===== config.mk =====
export PLATFORM = sky130hd
export DESIGN_NAME = bird_plotter
export DESIGN_NICKNAME = d
export VERILOG_FILES = /design/src/rtl/bird_plotter.sv
export SDC_FILE = /design/constraint.sdc
export NUM_CORES = 1
export LEC_CHECK = 0
export CORE_ASPECT_RATIO = 2
export CORE_MARGIN = 4
export CORE_UTILIZATION = 35
export CTS_CLUSTER_SIZE = 40
export DETAILED_ROUTE_END_ITERATION = 16
export DONT_BUFFER_PORTS = 1
export MAX_ROUTING_LAYER = met4
export RECOVER_POWER = 25
export SYNTH_ARGS = -nofsm -noshare
export SYNTH_HDL_FRONTEND = slang
export SYNTH_SLANG_ARGS = --single-unit

===== constraint.sdc =====
create_clock -name clock -period 6.5 [get_ports clock]
set_clock_uncertainty 0.15 [all_clocks]
set_input_delay 1.3 -clock clock [delete_from_list [all_inputs] [get_ports clock]]
set_output_delay 1.3 -clock clock [all_outputs]
set_load 0.005 [all_outputs]

===== src/rtl/bird_plotter.sv =====
// Pixel sequencer for one bird sprite: erases the previously drawn sprite,
// then draws it at the new anchor, one registered pixel per clock.
module bird_plotter #(
    parameter logic [2:0] BG_COLOUR = 3'b000,
    parameter int         X_MAX     = 159,
    parameter int         Y_MAX     = 119
) (
    input  logic       clock,
    input  logic       resetn,
    input  logic       start,
    input  logic       hide,
    input  logic [7:0] bird_x,
    input  logic [6:0] bird_y,
    input  logic       wing_up,
    input  logic [2:0] colour_in,
    output logic [7:0] vga_x,
    output logic [6:0] vga_y,
    output logic [2:0] vga_colour,
    output logic       vga_plot,
    output logic       busy,
    output logic       done
);
    typedef enum logic [1:0] {IDLE, ERASE, DRAW, FINISH} state_t;

    localparam logic [7:0] X_LIM = 8'(X_MAX);
    localparam logic [6:0] Y_LIM = 7'(Y_MAX);

    state_t      state_q, state_d;
    logic [3:0]  k_q, k_d;
    logic [7:0]  lat_x_q, lat_x_d, old_x_q, old_x_d;
    logic [6:0]  lat_y_q, lat_y_d, old_y_q, old_y_d;
    logic        lat_wing_q, lat_wing_d, old_wing_q, old_wing_d;
    logic [2:0]  lat_col_q, lat_col_d;
    logic        lat_hide_q, lat_hide_d;
    logic        valid_q, valid_d;
    logic [7:0]  vga_x_q, vga_x_d;
    logic [6:0]  vga_y_q, vga_y_d;
    logic [2:0]  vga_col_q, vga_col_d;
    logic        vga_plot_q, vga_plot_d;
    logic        busy_q, busy_d;
    logic        done_q, done_d;

    always_comb begin
        state_d    = state_q;
        k_d        = k_q;
        lat_x_d    = lat_x_q;
        lat_y_d    = lat_y_q;
        lat_wing_d = lat_wing_q;
        lat_col_d  = lat_col_q;
        lat_hide_d = lat_hide_q;
        old_x_d    = old_x_q;
        old_y_d    = old_y_q;
        old_wing_d = old_wing_q;
        valid_d    = valid_q;
        case (state_q)
            // FINISH accepts a start exactly like IDLE so requests can run back to back.
            IDLE, FINISH: begin
                state_d = IDLE;
                if (start) begin
                    lat_x_d    = bird_x;
                    lat_y_d    = bird_y;
                    lat_wing_d = wing_up;
                    lat_col_d  = colour_in;
                    lat_hide_d = hide;
                    k_d        = 4'd0;
                    if (valid_q) begin
                        state_d = ERASE;
                    end else if (hide) begin
                        state_d = FINISH;
                        valid_d = 1'b0;
                    end else begin
                        state_d = DRAW;
                    end
                end
            end
            ERASE: begin
                if (k_q == 4'd9) begin
                    k_d = 4'd0;
                    if (lat_hide_q) begin
                        state_d = FINISH;
                        valid_d = 1'b0;
                    end else begin
                        state_d = DRAW;
                    end
                end else begin
                    k_d = k_q + 4'd1;
                end
            end
            DRAW: begin
                if (k_q == 4'd9) begin
                    k_d        = 4'd0;
                    state_d    = FINISH;
                    old_x_d    = lat_x_q;
                    old_y_d    = lat_y_q;
                    old_wing_d = lat_wing_q;
                    valid_d    = 1'b1;
                end else begin
                    k_d = k_q + 4'd1;
                end
            end
            default: state_d = IDLE;
        endcase
    end

    // Pixel for the cycle being entered is computed from next-state values so outputs stay registered.
    logic              active;
    logic [7:0]        anc_x;
    logic [6:0]        anc_y;
    logic              anc_wing;
    logic [2:0]        pix_col;
    logic signed [8:0] dx, sum_x;
    logic signed [7:0] dy, sum_y;
    logic              on_screen;

    always_comb begin
        active   = (state_d == ERASE) || (state_d == DRAW);
        anc_x    = lat_x_d;
        anc_y    = lat_y_d;
        anc_wing = lat_wing_d;
        pix_col  = lat_col_d;
        if (state_d == ERASE) begin
            anc_x    = old_x_q;
            anc_y    = old_y_q;
            anc_wing = old_wing_q;
            pix_col  = BG_COLOUR;
        end
        dx = 9'sd0;
        dy = 8'sd0;
        case (k_d)
            4'd1: dx = -9'sd1;
            4'd2: dx = -9'sd2;
            4'd3: dx = -9'sd3;
            4'd4: dx = -9'sd4;
            4'd5: dx = -9'sd5;
            4'd6: begin dx = 9'sd1;  dy = -8'sd1; end
            4'd7: begin dx = -9'sd3; dy = anc_wing ? -8'sd1 : 8'sd1; end
            4'd8: begin dx = -9'sd4; dy = anc_wing ? -8'sd2 : 8'sd2; end
            4'd9: begin dx = -9'sd5; dy = anc_wing ? -8'sd3 : 8'sd3; end
            default: begin dx = 9'sd0; dy = 8'sd0; end
        endcase
        sum_x     = $signed({1'b0, anc_x}) + dx;
        sum_y     = $signed({1'b0, anc_y}) + dy;
        // Sign bit set means negative or wrapped past the top of the range; both are off-screen.
        on_screen = !sum_x[8] && (sum_x[7:0] <= X_LIM) && !sum_y[7] && (sum_y[6:0] <= Y_LIM);
        vga_x_d    = active ? sum_x[7:0] : 8'd0;
        vga_y_d    = active ? sum_y[6:0] : 7'd0;
        vga_col_d  = active ? pix_col : 3'd0;
        vga_plot_d = active && on_screen;
        busy_d     = active;
        done_d     = (state_d == FINISH);
    end

    always_ff @(posedge clock or negedge resetn) begin
        if (!resetn) begin
            state_q    <= IDLE;
            k_q        <= 4'd0;
            lat_x_q    <= 8'd0;
            lat_y_q    <= 7'd0;
            lat_wing_q <= 1'b0;
            lat_col_q  <= 3'd0;
            lat_hide_q <= 1'b0;
            old_x_q    <= 8'd0;
            old_y_q    <= 7'd0;
            old_wing_q <= 1'b0;
            valid_q    <= 1'b0;
            vga_x_q    <= 8'd0;
            vga_y_q    <= 7'd0;
            vga_col_q  <= 3'd0;
            vga_plot_q <= 1'b0;
            busy_q     <= 1'b0;
            done_q     <= 1'b0;
        end else begin
            state_q    <= state_d;
            k_q        <= k_d;
            lat_x_q    <= lat_x_d;
            lat_y_q    <= lat_y_d;
            lat_wing_q <= lat_wing_d;
            lat_col_q  <= lat_col_d;
            lat_hide_q <= lat_hide_d;
            old_x_q    <= old_x_d;
            old_y_q    <= old_y_d;
            old_wing_q <= old_wing_d;
            valid_q    <= valid_d;
            vga_x_q    <= vga_x_d;
            vga_y_q    <= vga_y_d;
            vga_col_q  <= vga_col_d;
            vga_plot_q <= vga_plot_d;
            busy_q     <= busy_d;
            done_q     <= done_d;
        end
    end

    assign vga_x      = vga_x_q;
    assign vga_y      = vga_y_q;
    assign vga_colour = vga_col_q;
    assign vga_plot   = vga_plot_q;
    assign busy       = busy_q;
    assign done       = done_q;
endmodule


==> flow_metrics.tcl <==
set metrics [dict create \
    grt_pass1_vias 2374 \
    crit_path_frequent_cell "sky130_fd_sc_hd__ha_1" \
    grt_met2_usage_pct 25.0 \
    crit_required_ns 6.56 \
    post_drt_via_cell_ratio 5.12 \
    floorplan.initialDensity_pct 35.6 \
    stdcell_area_um2 3900 \
    die_ht_um 149 \
    maximum_number_of_pins_on_one_net_before_global_route_repair 65 \
    critical_path.max_stage_delay_ns 0.58 \
    synth.distinct_cells 55 \
    internal_cell_power_mw 1.57 \
    rsz0062_at_grt "false" \
    die_outline_area_um2 11600 \
    first_iter_violations 95 \
    cts_htree_levels 3 \
    areaGrowthSynthToFinish_pct 12.9 \
    fin_util_pct 40.2 \
    mappedNetlistNets 338 \
    synth_sequential_area_ratio_pct 46.4 \
    postCtsSetupRepairBufs 0 \
    final_period_minus_worst_setup_slack_ns 5.33 \
    final_weighted_congestion_in_routability_driven_placement 0.838 \
    run_status "finished clean" \
    totalNegativeSetupSlack_ns 0 \
    worst_path_dominant_cell_family "compound AO/OA/AOI/OAI gates" \
    final_min_period_over_clock_period_pct 82.0 \
    synthesis.yosys.warnings 0 \
    use_met3_pct 2.73 \
    finalMaxSlewViolations 0 \
    clock-sinks 64 \
    dp.final_hpwl_mm 5.33 \
    firstDrtPassIters 4 \
    placement_rows 51 \
    cp_max_fo 16 \
    vdd_ir_drop_max_v 0.000214 \
    die_w_um 78.3 \
    critPathLaunchType "flip-flop" \
    hold_path.class "reg -> reg" \
    gr-total-overflow 0 \
    switchingPower_mw 1.01 \
    vias 2208 \
    tightest_slew_ns 0.661 \
    crit_path_top_delay_cell "sky130_fd_sc_hd__ha_1" \
    cts_tree "built" \
    finalSetupViolations 0 \
    antenna_cells_inserted 0 \
    cts_inserted_buffers 9 \
    hold_slack_ns 0.340 \
    ioPinCount 44 \
    timing.fmax_mhz 188 \
    postPlaceCellArea_um2 3580 \
    share_comb_of_total_power_pct 54.5 \
    leakage_power_total_nw 1.79 \
    hold_buffers 0 \
    synth_enable_flop_cells 0 \
    p_seq_share_pct 25.6 \
    setup.worst_path.end_class "flip-flop" \
    io_buffers 0 \
    clk_latency_ns 0.32 \
    clock_tree.buffer_depth 2 \
    antenna_found_initial 0 \
    timing.critical_path.cells "inv_1 -> ha_1 -> nand2_1 -> o21ai_0 -> ha_1 -> and4b_1 -> a221oi_2 -> mux2i_1 -> nor2_1 -> a21oi_1 -> ha_1 -> a21o_1 -> a211o_2 -> a2111oi_0 -> nor3_1 -> xnor2_1 -> o211a_1" \
    finalHoldViolCount 0 \
    part_of_the_total_power_dissipated_in_the_clock_network_pct 19.9 \
    clkTransAtPathRegs_ns 0.05 \
    synthFlopType "sky130_fd_sc_hd__dfrtp_1" \
    switching_share_pct 39.2 \
    detail_route.drc_violations 0 \
    critical_path_class "reg -> reg" \
    pwr_density_cell_nw_per_um2 661 \
    drive_gt1_share_pct 26.1 \
    grt_first_pass_wirelength_mm 12.0 \
    grt_util_met1_pct 14.5 \
    post_synth_inst_count 294 \
    grt_util_all_layers_pct 14.0 \
    critical_path_arrival_ns 5.39 \
    root_buffer_cell "sky130_fd_sc_hd__clkbuf_16" \
    routed_wire_length_per_instance_um 16.6 \
    ys_seq_elements 64 \
    global_route.peak_usage_layer "met2" \
    postRouteAntennaNets 0 \
    synth.cell_area_um2 3450 \
    worst_slew_margin_rel_pct 55.9 \
    timing.critical_path.buf_inv 1 \
    synth-async-reset-ratio_pct 100 \
    final_net_count 339 \
    cap_violations 0 \
    nFillCells 972 \
    cts_resized 0 \
    totalWireLength_mm 7.14 \
    coreArea_um2 9700 \
    syn-mean-instance-area_um2 11.8 \
]
## through the flow
| stage | setup WS, ns | cells | power, mW |
|---|---|---|---|
| 5_1_grt | 0.684 | 431 | 2.81 |
| 3_3_place_gp | 1.11 | 416 | 2.07 |
| 4_1_cts | 1.11 | 431 | 2.62 |
| 2_1_floorplan | 1.34 | 294 | 1.79 |
| 3_5_place_dp | 0.963 | 416 | 2.09 |
| 6_report | 1.17 | 431 | 2.58 |
## state kept, by name, summed over array words and instances, names as in the netlist, 2 cells and up
name	flops
k_q	4
old_y_q	7
vga_y	7
vga_colour	3
lat_col_q	3
state_q	2
old_x_q	8
vga_x	8
lat_x_q	8
lat_y_q	7
## power groups by stage
stage          sequential, mW  combinational (mW)  clock [mW]
3_5_place_dp            0.668                1.42           0
6_report                0.660                1.40       0.514
2_1_floorplan           0.623                1.16           0
4_1_cts                 0.662                1.43       0.527
5_1_grt                 0.681                1.59       0.545
3_3_place_gp            0.664                1.41           0
## worst register-to-register path: stages (launching register included)
cell	delay [ns]
sky130_fd_sc_hd__dfrtp_1	0.35
sky130_fd_sc_hd__inv_1	0.06
sky130_fd_sc_hd__ha_1	0.58
sky130_fd_sc_hd__nand2_1	0.43
sky130_fd_sc_hd__o21ai_0	0.45
sky130_fd_sc_hd__ha_1	0.55
sky130_fd_sc_hd__and4b_1	0.27
sky130_fd_sc_hd__a221oi_2	0.32
sky130_fd_sc_hd__mux2i_1	0.23
sky130_fd_sc_hd__nor2_1	0.05
sky130_fd_sc_hd__a21oi_1	0.22
sky130_fd_sc_hd__ha_1	0.27
sky130_fd_sc_hd__a21o_1	0.19
sky130_fd_sc_hd__a211o_2	0.33
sky130_fd_sc_hd__a2111oi_0	0.37
sky130_fd_sc_hd__nor3_1	0.12
sky130_fd_sc_hd__xnor2_1	0.14
sky130_fd_sc_hd__o211a_1	0.12
## final timing paths
check / startpoint / endpoint / slack, ns / cells after the start
worst max-delay path: state_q[0] / vga_plot / 1.17 / 17
worst min-delay path: lat_col_q[0] / lat_col_q[0] / 0.34 / 1
worst max register to register: state_q[0] / vga_plot / 1.17 / 17
worst min register to register: lat_col_q[0] / lat_col_q[0] / 0.34 / 1
max in group asynchronous: resetn / lat_x_q[3] / 5.56 / 0
min in group asynchronous: resetn / vga_y[4] / 0.52 / 0
## logic make-up (layout without fill, tap and decap cells)
group,Yosys count,in the layout,synth area share (%)
flops,64,64,46.4
mux,52,52,16.9
simple gates,63,63,10.0
compound gates,53,53,11.4
xor+xnor,16,16,4.06
fa+ha+maj,22,22,8.33
buf+inv,24,29,2.97
## cell type report
| cell class | instances | area [um2] | share of cell area (%) |
|---|---|---|---|
| flip-flops and latches | 64 | 1600 | 41.1 |
| multi-input cells | 206 | 1750 | 44.9 |
| repair buffers | 2 | 15.0 | 0.385 |
| clock buffers | 12 | 256 | 6.58 |
| inverters | 12 | 45.0 | 1.16 |
| well taps | 132 | 165 | 4.24 |
| clock inverters | 3 | 65.1 | 1.67 |
## Yosys cell counts, types with 4 or more instances
cell,count,area [um2]
sky130_fd_sc_hd__buf_2,6,30.0
sky130_fd_sc_hd__nor2_1,17,63.8
sky130_fd_sc_hd__o21a_1,5,37.5
sky130_fd_sc_hd__nor2b_1,10,62.6
sky130_fd_sc_hd__ha_1,19,238
sky130_fd_sc_hd__and2_1,5,31.3
sky130_fd_sc_hd__inv_1,12,45.0
sky130_fd_sc_hd__dfrtp_1,64,1600
sky130_fd_sc_hd__xnor2_1,10,87.6
sky130_fd_sc_hd__nor3_1,4,20.0
sky130_fd_sc_hd__o21ai_0,9,45.0
sky130_fd_sc_hd__mux2_2,51,574
sky130_fd_sc_hd__a21oi_1,11,55.1
sky130_fd_sc_hd__xor2_1,6,52.6
sky130_fd_sc_hd__nand2_1,9,33.8
## layer usage
layer  vias to the layer above  part of all wire [%]
met5                         -                     0
met4                         0                   1.9
met3                        10                   2.7
met2                        33                    58
met1                      1115                    37
li1                       1050                     -
## cells in the final DEF (no fill, tap or decap), types with 9 or more instances in the layout
cell / n
sky130_fd_sc_hd__nor2b_1: 10
sky130_fd_sc_hd__xnor2_1: 10
sky130_fd_sc_hd__dfrtp_1: 64
sky130_fd_sc_hd__mux2_2: 51
sky130_fd_sc_hd__nand2_1: 9
sky130_fd_sc_hd__nor2_1: 17
sky130_fd_sc_hd__a21oi_1: 11
sky130_fd_sc_hd__o21ai_0: 9
sky130_fd_sc_hd__inv_1: 12
sky130_fd_sc_hd__ha_1: 19
sky130_fd_sc_hd__clkbuf_16: 9
(Power assumes the default switching activity.)
